## config.mk

```make
export PLATFORM = sky130hd
export DESIGN_NAME = mini_alu_exec
export DESIGN_NICKNAME = d
export VERILOG_FILES = /design/src/rtl/mini_alu_exec.sv
export SDC_FILE = /design/constraint.sdc
export NUM_CORES = 1
export LEC_CHECK = 0
export ABC_AREA = 1
export CELL_PAD_IN_SITES_DETAIL_PLACEMENT = 1
export CELL_PAD_IN_SITES_GLOBAL_PLACEMENT = 2
export CORE_MARGIN = 2
export CORE_UTILIZATION = 30
export CTS_CLUSTER_SIZE = 16
export DETAILED_ROUTE_END_ITERATION = 7
export MAX_ROUTING_LAYER = met4
export PLACE_DENSITY = 0.9
export SYNTH_ARGS = -nofsm -noshare
export SYNTH_HDL_FRONTEND = slang
export SYNTH_SLANG_ARGS = --single-unit
```

## constraint.sdc

```tcl
create_clock -name Clock -period 4.7 [get_ports Clock]
set_input_delay 0.94 -clock Clock [delete_from_list [all_inputs] [get_ports Clock]]
set_output_delay 0.94 -clock Clock [all_outputs]
set_load 0.01 [all_outputs]
```

## src/rtl/mini_alu_exec.sv

```systemverilog
// Multi-cycle execute unit: start/done handshake around a small ALU, plus an optional
// iterative shift-add multiplier enabled by defining MINI_ALU_MUL_EN.
module mini_alu_exec #(
    parameter int unsigned DATA_WIDTH = 16,
    parameter int unsigned DEST_WIDTH = 8
) (
    input  logic                  Clock,
    input  logic                  Reset,
    input  logic                  iStart,
    input  logic [3:0]            iOp,
    input  logic [DATA_WIDTH-1:0] iData0,
    input  logic [DATA_WIDTH-1:0] iData1,
    input  logic [DEST_WIDTH-1:0] iDest,
    output logic                  oBusy,
    output logic                  oDone,
    output logic [DATA_WIDTH-1:0] oResult,
    output logic [DATA_WIDTH-1:0] oResultHigh,
    output logic [DEST_WIDTH-1:0] oDest,
    output logic                  oZero,
    output logic                  oCarry,
    output logic                  oNegative,
    output logic                  oIllegal
);

    localparam int unsigned ShW = $clog2(DATA_WIDTH);

    localparam logic [3:0] OpNop   = 4'd0;
    localparam logic [3:0] OpAdd   = 4'd1;
    localparam logic [3:0] OpSub   = 4'd2;
    localparam logic [3:0] OpAnd   = 4'd3;
    localparam logic [3:0] OpOr    = 4'd4;
    localparam logic [3:0] OpXor   = 4'd5;
    localparam logic [3:0] OpShl   = 4'd6;
    localparam logic [3:0] OpShr   = 4'd7;
`ifdef MINI_ALU_MUL_EN
    localparam logic [3:0] OpMul   = 4'd8;
`endif
    localparam logic [3:0] OpCmple = 4'd9;

    typedef enum logic [1:0] {StIdle, StExec, StMulIter, StDone} state_t;

    state_t                state_q, state_d;
    logic [3:0]            op_q;
    logic [DATA_WIDTH-1:0] d0_q, d1_q;
    logic [DEST_WIDTH-1:0] dest_q;
    logic                  accept;

    logic [DATA_WIDTH-1:0] res, res_hi;
    logic [DATA_WIDTH:0]   sum, diff, shl_w, shr_w;
    logic [ShW-1:0]        shamt;
    logic                  carry, neg, zero, illegal;

    logic [DATA_WIDTH-1:0] result_q;
    logic [DEST_WIDTH-1:0] dest_out_q;
    logic                  done_q, zero_q, carry_q, neg_q, illegal_q;

    assign accept = (state_q == StIdle) && iStart;

`ifdef MINI_ALU_MUL_EN
    logic [2*DATA_WIDTH-1:0] acc_q;
    logic [ShW-1:0]          cnt_q;
    logic [DATA_WIDTH-1:0]   result_hi_q;

    // MSB-first shift-add: the accumulator doubles each step before the partial product lands.
    always_ff @(posedge Clock or posedge Reset) begin
        if (Reset) begin
            acc_q <= '0;
            cnt_q <= '0;
        end else if (accept) begin
            acc_q <= '0;
            cnt_q <= ShW'(DATA_WIDTH - 1);
        end else if (state_q == StMulIter) begin
            acc_q <= {acc_q[2*DATA_WIDTH-2:0], 1'b0}
                     + (d0_q[cnt_q] ? {{DATA_WIDTH{1'b0}}, d1_q} : '0);
            if (cnt_q != '0) begin
                cnt_q <= cnt_q - 1'b1;
            end
        end
    end
`endif

    always_comb begin
        state_d = state_q;
        unique case (state_q)
            StIdle: begin
                if (iStart) begin
`ifdef MINI_ALU_MUL_EN
                    state_d = (iOp == OpMul) ? StMulIter : StExec;
`else
                    state_d = StExec;
`endif
                end
            end
            StExec: state_d = StDone;
            StMulIter: begin
`ifdef MINI_ALU_MUL_EN
                if (cnt_q == '0) begin
                    state_d = StDone;
                end
`else
                state_d = StIdle;
`endif
            end
            StDone: state_d = StIdle;
            default: state_d = StIdle;
        endcase
    end

    always_ff @(posedge Clock or posedge Reset) begin
        if (Reset) begin
            state_q <= StIdle;
            op_q    <= '0;
            d0_q    <= '0;
            d1_q    <= '0;
            dest_q  <= '0;
        end else begin
            state_q <= state_d;
            if (accept) begin
                op_q   <= iOp;
                d0_q   <= iData0;
                d1_q   <= iData1;
                dest_q <= iDest;
            end
        end
    end

    always_comb begin
        res     = '0;
        res_hi  = '0;
        carry   = 1'b0;
        illegal = 1'b0;
        shamt   = d0_q[ShW-1:0];
        sum     = {1'b0, d1_q} + {1'b0, d0_q};
        diff    = {1'b0, d1_q} - {1'b0, d0_q};
        // One guard bit on each side captures the last bit shifted out (0 for a zero shift).
        shl_w   = {1'b0, d1_q} << shamt;
        shr_w   = {d1_q, 1'b0} >> shamt;
        case (op_q)
            OpNop: res = '0;
            OpAdd: begin
                res   = sum[DATA_WIDTH-1:0];
                carry = sum[DATA_WIDTH];
            end
            OpSub: begin
                res   = diff[DATA_WIDTH-1:0];
                carry = diff[DATA_WIDTH];
            end
            OpAnd: res = d1_q & d0_q;
            OpOr:  res = d1_q | d0_q;
            OpXor: res = d1_q ^ d0_q;
            OpShl: begin
                res   = shl_w[DATA_WIDTH-1:0];
                carry = shl_w[DATA_WIDTH];
            end
            OpShr: begin
                res   = shr_w[DATA_WIDTH:1];
                carry = shr_w[0];
            end
`ifdef MINI_ALU_MUL_EN
            OpMul: begin
                res    = acc_q[DATA_WIDTH-1:0];
                res_hi = acc_q[2*DATA_WIDTH-1:DATA_WIDTH];
                carry  = (res_hi != '0);
            end
`endif
            OpCmple: res = {{(DATA_WIDTH-1){1'b0}}, (d1_q <= d0_q)};
            default: illegal = 1'b1;
        endcase
        neg = res[DATA_WIDTH-1];
`ifdef MINI_ALU_MUL_EN
        if (op_q == OpMul) begin
            neg = res_hi[DATA_WIDTH-1];
        end
`endif
        zero = (res == '0) && (res_hi == '0);
    end

    always_ff @(posedge Clock or posedge Reset) begin
        if (Reset) begin
            done_q     <= 1'b0;
            result_q   <= '0;
            dest_out_q <= '0;
            zero_q     <= 1'b0;
            carry_q    <= 1'b0;
            neg_q      <= 1'b0;
            illegal_q  <= 1'b0;
        end else begin
            done_q <= (state_q == StDone);
            if (state_q == StDone) begin
                result_q   <= res;
                dest_out_q <= dest_q;
                zero_q     <= zero;
                carry_q    <= carry;
                neg_q      <= neg;
                illegal_q  <= illegal;
            end
        end
    end

`ifdef MINI_ALU_MUL_EN
    always_ff @(posedge Clock or posedge Reset) begin
        if (Reset) begin
            result_hi_q <= '0;
        end else if (state_q == StDone) begin
            result_hi_q <= res_hi;
        end
    end
    assign oResultHigh = result_hi_q;
`else
    assign oResultHigh = '0;
`endif

    assign oBusy     = (state_q != StIdle);
    assign oDone     = done_q;
    assign oResult   = result_q;
    assign oDest     = dest_out_q;
    assign oZero     = zero_q;
    assign oCarry    = carry_q;
    assign oNegative = neg_q;
    assign oIllegal  = illegal_q;

endmodule

```

==> impl_summary.log, run 1 <==
[metrics] leakage power: 4.23 nW
[metrics] combined global-route utilization of all metal layers: 0.253
[metrics] Yosys cell types: 38
[metrics] Core Rows: 55
[metrics] clk slew on worst S/H paths: 0.07 ns
[metrics] simple-gate area share of the yosys netlist: 0.408
[metrics] wire per inst: 19.7 um
[metrics] Crit Path Class: reg2reg
[metrics] worst setup skew after layout: 0.0109 ns
[metrics] share of flip-flops with an asynchronous set or reset after synthesis: 1.00
[metrics] Max-Slew Margin vs Limit: 0.294
[metrics] count of TritonRoute iterations in the first routing pass: 5
[metrics] I/O Pins: 93
[metrics] Worst Setup Slack post-DPL: 1.76 ns
[metrics] maximum fanout along the worst path: 25
[metrics] destination of the worst register-to-register timing path: oZero$_DFFE_PP0P_
[metrics] worst reg2reg setup slack: 1.66 ns
[metrics] buffers added on ports: 76
[metrics] Finish-stage setup viols: 0
[metrics] depth of the worst register-to-register path: 14
[metrics] clock sink count: 74
[metrics] fill cell total of the finished layout: 2,971
[metrics] relative area change from synthesis to final layout: 17.9%
[metrics] sum of net half-perimeters after detailed placement: 23,800 um
[metrics] post-route DRC violation count: 0
[metrics] FF+latch count, synth: 74
[metrics] overall power: 6.96 mW
[metrics] vias in the first global route: 7,803
[metrics] compound-gate portion of the synthesized area: 0.102
[metrics] highest achievable clock rate: 329 MHz
[metrics] cell area after technology mapping: 0.00702 sq mm
[metrics] final antenna diode count: 0
[metrics] routed via count divided by cell count: 5.16
[metrics] worst min-delay path startpoint: dest_q[2]$_DFFE_PP0P_
[metrics] post-CTS setup buffer count: 0
[metrics] post-route non-filler standard cell count: 1,502
[metrics] Post-Syn Instances: 1,133
[metrics] worst path required time: 4.99 ns
[metrics] antenna violations before repair: 0
[metrics] main combinational cell family by area after synthesis: simple AND/OR/NAND/NOR gates
[metrics] share of cells above drive strength 1: 0.0370
[metrics] routed wire length: 29,600 um
[metrics] Iter 0 DRT Violations: 484
[metrics] core outline area: 0.0228 sq mm
[metrics] main flop type after synthesis: dfrtp_1
[metrics] number of buffers created by CTS: 9
[metrics] Hold Buf Count CTS: 0
[metrics] starting utilization of the core area: 0.308
[metrics] Max Slew Vio Count: 0
[metrics] hold worst-path end: oDest[2]$_DFFE_PP0P_
[metrics] count of flip-flops with a built-in enable after synthesis: 0
[metrics] routed metal-1 wire length: 13,800 um
[metrics] Yosys warning count: 0
[metrics] transition time at the pin with the least slew margin: 1.05 ns
[metrics] post-synthesis xor/xnor area fraction: 0.00125
[metrics] run status: complete, no violations
[metrics] DR vias: 7,749
[metrics] mux share of post-synthesis cell area: 0.0112
[metrics] Adder-Cell Fraction of Synth Area: 0.104
[metrics] number of cells traversed by the worst hold path: 2
[metrics] summed negative setup slack over all endpoints: 0 ns
[metrics] die height: 157 um
[metrics] Seq/Total Area, Yosys: 0.264
[metrics] global placement routability congestion: 1.02
[metrics] maximum clock insertion buffer count: 2
[metrics] Clock Latency Late Sink: 0.36 ns
[metrics] remaining antenna violation count: 0
[metrics] met2 routed WL: 13,700 um
[metrics] placed cell count: 1,486
[metrics] final hold violations: 0
[metrics] topmost layer with routed signal wires: met4
[metrics] synthesized area per cell: 6.20 sq um
[metrics] Final period util: 0.646
[metrics] endpoint kind of the worst setup timing path: register
[metrics] post-route minimum period: 3.04 ns
[metrics] horizontal extent of the die: 157 um
[metrics] NumNets Final: 1,288
[metrics] H-tree depth: 3
[metrics] area of the die: 0.0246 sq mm
[metrics] max capacitance violation total: 0
[metrics] Worst IR Drop VDD: 264 uV
[metrics] PD cells: 841 mW/mm^2
[metrics] largest net degree at the start of global routing: 49
[metrics] root buffer cell: clkbuf_16
[metrics] setup ws final: 1.66 ns
[metrics] remaining global-route overflow: 0
[metrics] RSZ-0062 raised after global routing: false
[metrics] amount of wire on met3 after detailed routing: 1420 um
[metrics] critical path startpoint category: register
[metrics] clock tree from TritonCTS: yes
[metrics] post-CTS resize count: 0
[metrics] minimum hold slack: 0.475 ns
[metrics] CP Data Arrival Time: 3.33 ns
[metrics] worst hold path type: reg2reg
[metrics] first-pass GRT wire length: 45,400 um
[metrics] start of the worst register-to-register path: d0_q[0]$_DFFE_PP0P_
-- cell type report --
cell class                      count  area, sq um  share of cell area
Multi-Input combinational cell    899         4460               0.539
Sequential cell                    74         1850               0.224
Timing Repair Buffer               85          828               0.100
Inverter                          115          433              0.0523
Tap cell                          313          392              0.0473
Clock buffer                        9          225              0.0272
Clock inverter                      7         85.1              0.0103
-- through the flow --
step                utilization  instance area (sq um)
floorplan                     -                   7080
global placement          0.350                   7970
detailed placement        0.350                   7970
CTS                       0.363                   8280
global route              0.363                   8280
finish                    0.363                   8280
-- flip-flops by register name, indices dropped and copies added, names as in the netlist --
register,count
oDest,8
oDone,1
oIllegal,1
oResult,16
dest_q,8
d1_q,16
oCarry,1
oZero,1
state_q,2
op_q,4
d0_q,16
-- worst max-delay path, cell delays in order (launching register included) --
cell,delay (ns)
dfrtp_1,0.89
ha_1,0.30
inv_1,0.10
fa_1,0.44
nand3_1,0.13
nand3_1,0.16
nand2_1,0.12
nand3_1,0.09
nand3_1,0.18
nand3_1,0.18
nor2_1,0.15
nand2_1,0.06
nor2_1,0.08
nand2_1,0.05
nand2_1,0.05
-- worst max path at each step --
stage	start	to	slack, ns
global placement	d1_q[6]$_DFFE_PP0P_	oZero$_DFFE_PP0P_	1.71
floorplan	Reset	d0_q[0]$_DFFE_PP0P_	1.88
CTS	d0_q[0]$_DFFE_PP0P_	oZero$_DFFE_PP0P_	1.74
finish	d0_q[0]$_DFFE_PP0P_	oZero$_DFFE_PP0P_	1.66
detailed placement	d0_q[0]$_DFFE_PP0P_	oZero$_DFFE_PP0P_	1.76
global route	d0_q[0]$_DFFE_PP0P_	oZero$_DFFE_PP0P_	1.46
-- power breakdown --
group          leakage [nW]  internal, mW  switching, mW
logic                  3.22          1.51           3.43
clock network         0.146         0.423          0.336
registers             0.869         0.919          0.342
total                  4.23          2.85           4.11
-- kinds of logic (layout without fill, tap and decap cells) --
group,after synthesis,count (layout)
muxes,7,7
DFF,74,74
and+or+nand+nor,688,688
other,1,16
adders and majority gates,57,57
buffers and inverters,175,216
AOI/OAI and AO/OA,130,130
xor gates and xnor gates,1,1
-- synth_stat cells, types with 2 or more instances --
library cell	instances	area (sq um)
clkbuf_1	12	45.0
o22ai_1	4	25.0
inv_1	110	413
nor3_1	7	35.0
or2_2	2	12.5
o211ai_1	10	75.1
o21a_1	3	22.5
nor2_1	144	541
nand3_1	152	761
a31oi_1	2	12.5
inv_2	4	15.0
nand4_1	8	50.1
buf_1	5	18.8
mux2_2	7	78.8
and2_1	4	25.0
nand3b_1	7	52.6
buf_4	19	143
o21bai_1	8	60.1
o21ai_0	30	150
nand2_1	357	1340
fa_1	2	40.0
dfrtp_1	74	1850
nand2_2	2	12.5
ha_1	55	688
a21oi_1	70	350
buf_2	23	115
-- layer usage --
metal,vias to the layer above,global-route usage
li1,3699,-
met1,3792,0.337
met2,218,0.407
met3,40,0.0286
met4,0,0.0725
met5,-,-
-- placed cells by master, fill, tap and decap left out, types with 8 or more instances in the layout --
| cell | instances |
|---|---|
| a21oi_1 | 70 |
| buf_4 | 9 |
| clkbuf_16 | 9 |
| clkdlybuf4s50_1 | 76 |
| conb_1 | 16 |
| dfrtp_1 | 74 |
| ha_1 | 55 |
| inv_1 | 109 |
| nand2_1 | 356 |
| nand3_1 | 152 |
| nand4_1 | 8 |
| nor2_1 | 144 |
| o211ai_1 | 10 |
| o21ai_0 | 30 |
| o21bai_1 | 8 |
Note: power is estimated with default switching activity, not from simulation.
==> run 2, diff against run 1 <==
Settings changed: CORE_UTILIZATION 30 to 27, PLACE_DENSITY 0.9 to 0.86.
Clock period 4.7 ns to 2.69 ns, I/O delays scaled along.
==> run 2 against run 1 <==
Sequential power up 55%. Via count rose by 3.7%. Wire length is 6.2% higher. Largest power group unchanged.
==> impl_summary.log, run 2 (synthesized netlist as in run 1, its figures left out) <==
[metrics] commonest cells after routing, fill and taps aside: nand2_1 (356), nand3_1 (151), nor2_1 (141) (was nand2_1 (356), nand3_1 (152), nor2_1 (144))
[metrics] antenna violations before repair: 0 (unchanged)
[metrics] global placement routability congestion: 0.991 (was 1.02)
[metrics] Final period util: 0.936 (was 0.646)
[metrics] worst path required time: 2.97 ns (was 4.99 ns)
[metrics] die height: 165 um (was 157 um)
[metrics] area of the die: 0.0273 sq mm (was 0.0246 sq mm)
[metrics] relative area change from synthesis to final layout: 29.9% (was 17.9%)
[metrics] Clock Latency Late Sink: 0.35 ns (was 0.36 ns)
[metrics] wire per inst: 19.4 um (was 19.7 um)
[metrics] run status: complete, no violations (unchanged)
[metrics] CP Data Arrival Time: 2.80 ns (was 3.33 ns)
[metrics] Max-Slew Margin vs Limit: 0.379 (was 0.294)
[metrics] post-route minimum period: 2.52 ns (was 3.04 ns)
[metrics] final antenna diode count: 0 (unchanged)
[metrics] Finished Cell Area: 0.00912 sq mm (was 0.00828 sq mm)
[metrics] cell area after placement: 0.00874 sq mm (was 0.00797 sq mm)
[metrics] horizontal extent of the die: 165 um (was 157 um)
[metrics] post-route DRC violation count: 0 (unchanged)
[metrics] sum of net half-perimeters after detailed placement: 25,800 um (was 23,800 um)
[metrics] Finish-stage setup viols: 0 (unchanged)
[metrics] transition time at the pin with the least slew margin: 0.927 ns (was 1.05 ns)
[metrics] core outline area: 0.0258 sq mm (was 0.0228 sq mm)
[metrics] Iter 0 DRT Violations: 543 (was 484)
[metrics] buffers added on ports: 76 (unchanged)
[metrics] clock sink count: 74 (unchanged)
[metrics] maximum clock insertion buffer count: 2 (unchanged)
[metrics] RSZ-0062 raised after global routing: true (was false)
[metrics] vias in the first global route: 8,154 (was 7,803)
[metrics] most common cell after layout, fill and taps aside: nand2_1 (unchanged)
[metrics] PD cells: 1520 mW/mm^2 (was 841 mW/mm^2)
[metrics] H-tree depth: 3 (unchanged)
[metrics] clk slew on worst S/H paths: 0.07 ns (about the same)
[metrics] routed wire length: 31,400 um (was 29,600 um)
[metrics] NumNets Final: 1,384 (was 1,288)
[metrics] routed via count divided by cell count: 4.96 (was 5.16)
[metrics] Crit Path Class: reg2reg (unchanged)
[metrics] largest net degree at the start of global routing: 82 (was 49)
[metrics] highest achievable clock rate: 397 MHz (was 329 MHz)
[metrics] post-route non-filler standard cell count: 1,620 (was 1,502)
[metrics] maximum fanout along the worst path: 6 (was 25)
[metrics] DR vias: 8,037 (was 7,749)
[metrics] endpoint kind of the worst setup timing path: register (unchanged)
[metrics] I/O Pins: 93 (unchanged)
[metrics] final hold violations: 0 (unchanged)
[metrics] combined global-route utilization of all metal layers: 0.243 (was 0.253)
[metrics] Max Slew Vio Count: 0 (unchanged)
[metrics] clock tree from TritonCTS: yes (unchanged)
[metrics] starting utilization of the core area: 0.272 (was 0.308)
[metrics] worst setup skew after layout: 0.0109 ns (about the same)
[metrics] first-pass GRT wire length: 47,700 um (was 45,400 um)
[metrics] minimum hold slack: 0.456 ns (was 0.475 ns)
[metrics] count of TritonRoute iterations in the first routing pass: 7 (was 5)
[metrics] Hold Buf Count CTS: 0 (unchanged)
[metrics] max capacitance violation total: 0 (unchanged)
[metrics] Core Rows: 59 (was 55)
[metrics] placed cell count: 1,604 (was 1,486)
[metrics] share of cells above drive strength 1: 0.115 (was 0.0370)
[metrics] Worst IR Drop VDD: 440 uV (was 264 uV)
[metrics] number of buffers created by CTS: 9 (unchanged)
[metrics] remaining global-route overflow: 0 (unchanged)
[metrics] root buffer cell: clkbuf_16 (unchanged)
[metrics] worst hold path type: reg2reg (unchanged)
[metrics] remaining antenna violation count: 0 (unchanged)
[metrics] leakage power: 4.72 nW (was 4.23 nW)
[metrics] critical path startpoint category: register (unchanged)
## run 2: cell count changes in the layout (fill, tap and decap cells not counted), sizes merged
cell | before | now
inv | 117 | 113
clkinvlp | 2 | 1
clkbuf | 9 | 10
buf | 9 | 105
bufinv | 1 | 3
clkinv | 2 | 4
## run 2: through the flow
step | setup slack [ns] | total power [mW] | utilization | setup TNS, ns
final | 0.171 | 13.8 | 0.354 | 0
after global routing | -0.0287 | 15.0 | 0.354 | -0.0287
after CTS | 0.0164 | 13.7 | 0.353 | 0
after detailed placement | 0.0423 | 12.1 | 0.339 | 0
after global placement | 0.0417 | 11.9 | 0.339 | 0
after floorplan | 0.232 | 7.68 | - | 0
## run 2: final cells by class
class	instances	area, sq um
timing repair buffer	181	1570
clock inverter	6	115
clock buffer	10	229
sequential	74	1850
inverter	115	433
tap	335	419
fill	3335	16600
multi-input combinational	899	4490
## run 2: path summary, 6_finish.rpt
| kind | to | cells past startpoint | from | slack, ns |
|---|---|---|---|---|
| setup / recovery | oZero$_DFFE_PP0P_ | 14 | d0_q[14]$_DFFE_PP0P_ | 0.17 |
| hold / removal | oDest[2]$_DFFE_PP0P_ | 2 | dest_q[2]$_DFFE_PP0P_ | 0.46 |
| setup reg to reg | oZero$_DFFE_PP0P_ | 14 | d0_q[14]$_DFFE_PP0P_ | 0.17 |
| hold reg to reg | oDest[2]$_DFFE_PP0P_ | 2 | dest_q[2]$_DFFE_PP0P_ | 0.46 |
| max in group asynchronous | oResult[8]$_DFFE_PP0P_ | 3 | Reset | 1.43 |
| min in group asynchronous | d0_q[15]$_DFFE_PP0P_ | 2 | Reset | 0.62 |
## run 2: report_power, final
part / switching [mW] / total [mW] / internal (mW)
combinational: 6.67 / 10.4 / 3.76
clock: 0.524 / 1.43 / 0.910
sequential: 0.339 / 1.95 / 1.61
total: 7.53 / 13.8 / 6.28
## run 2: per-layer routing
| layer | share of wire | routed length (um) | global-route usage |
|---|---|---|---|
| met1 | 0.47 | 14800 | 0.326 |
| met3 | 0.047 | 1480 | 0.0345 |
| met2 | 0.45 | 14100 | 0.376 |
| met4 | 0.033 | 1030 | 0.0818 |
| met5 | 0 | 0 | - |
## run 2: repair_timing
action | in CTS | in global routing
endpoints found under the setup margin | 0 | 6
setup buffers | 0 | 0
gates resized for setup | 0 | 11
## run 2: worst max-delay path: stages, from the launching register on
cell and delay (ns):
dfrtp_1 0.35, inv_1 0.09, ha_1 0.48, inv_1 0.20, a21oi_1 0.34, nand2_1 0.11, a21oi_1 0.17, nand3_1 0.09
nand2_1 0.07, nor2_1 0.07, nor2_1 0.17, nand3_1 0.09, nor2_1 0.12, nand2_1 0.06, nand2_1 0.05
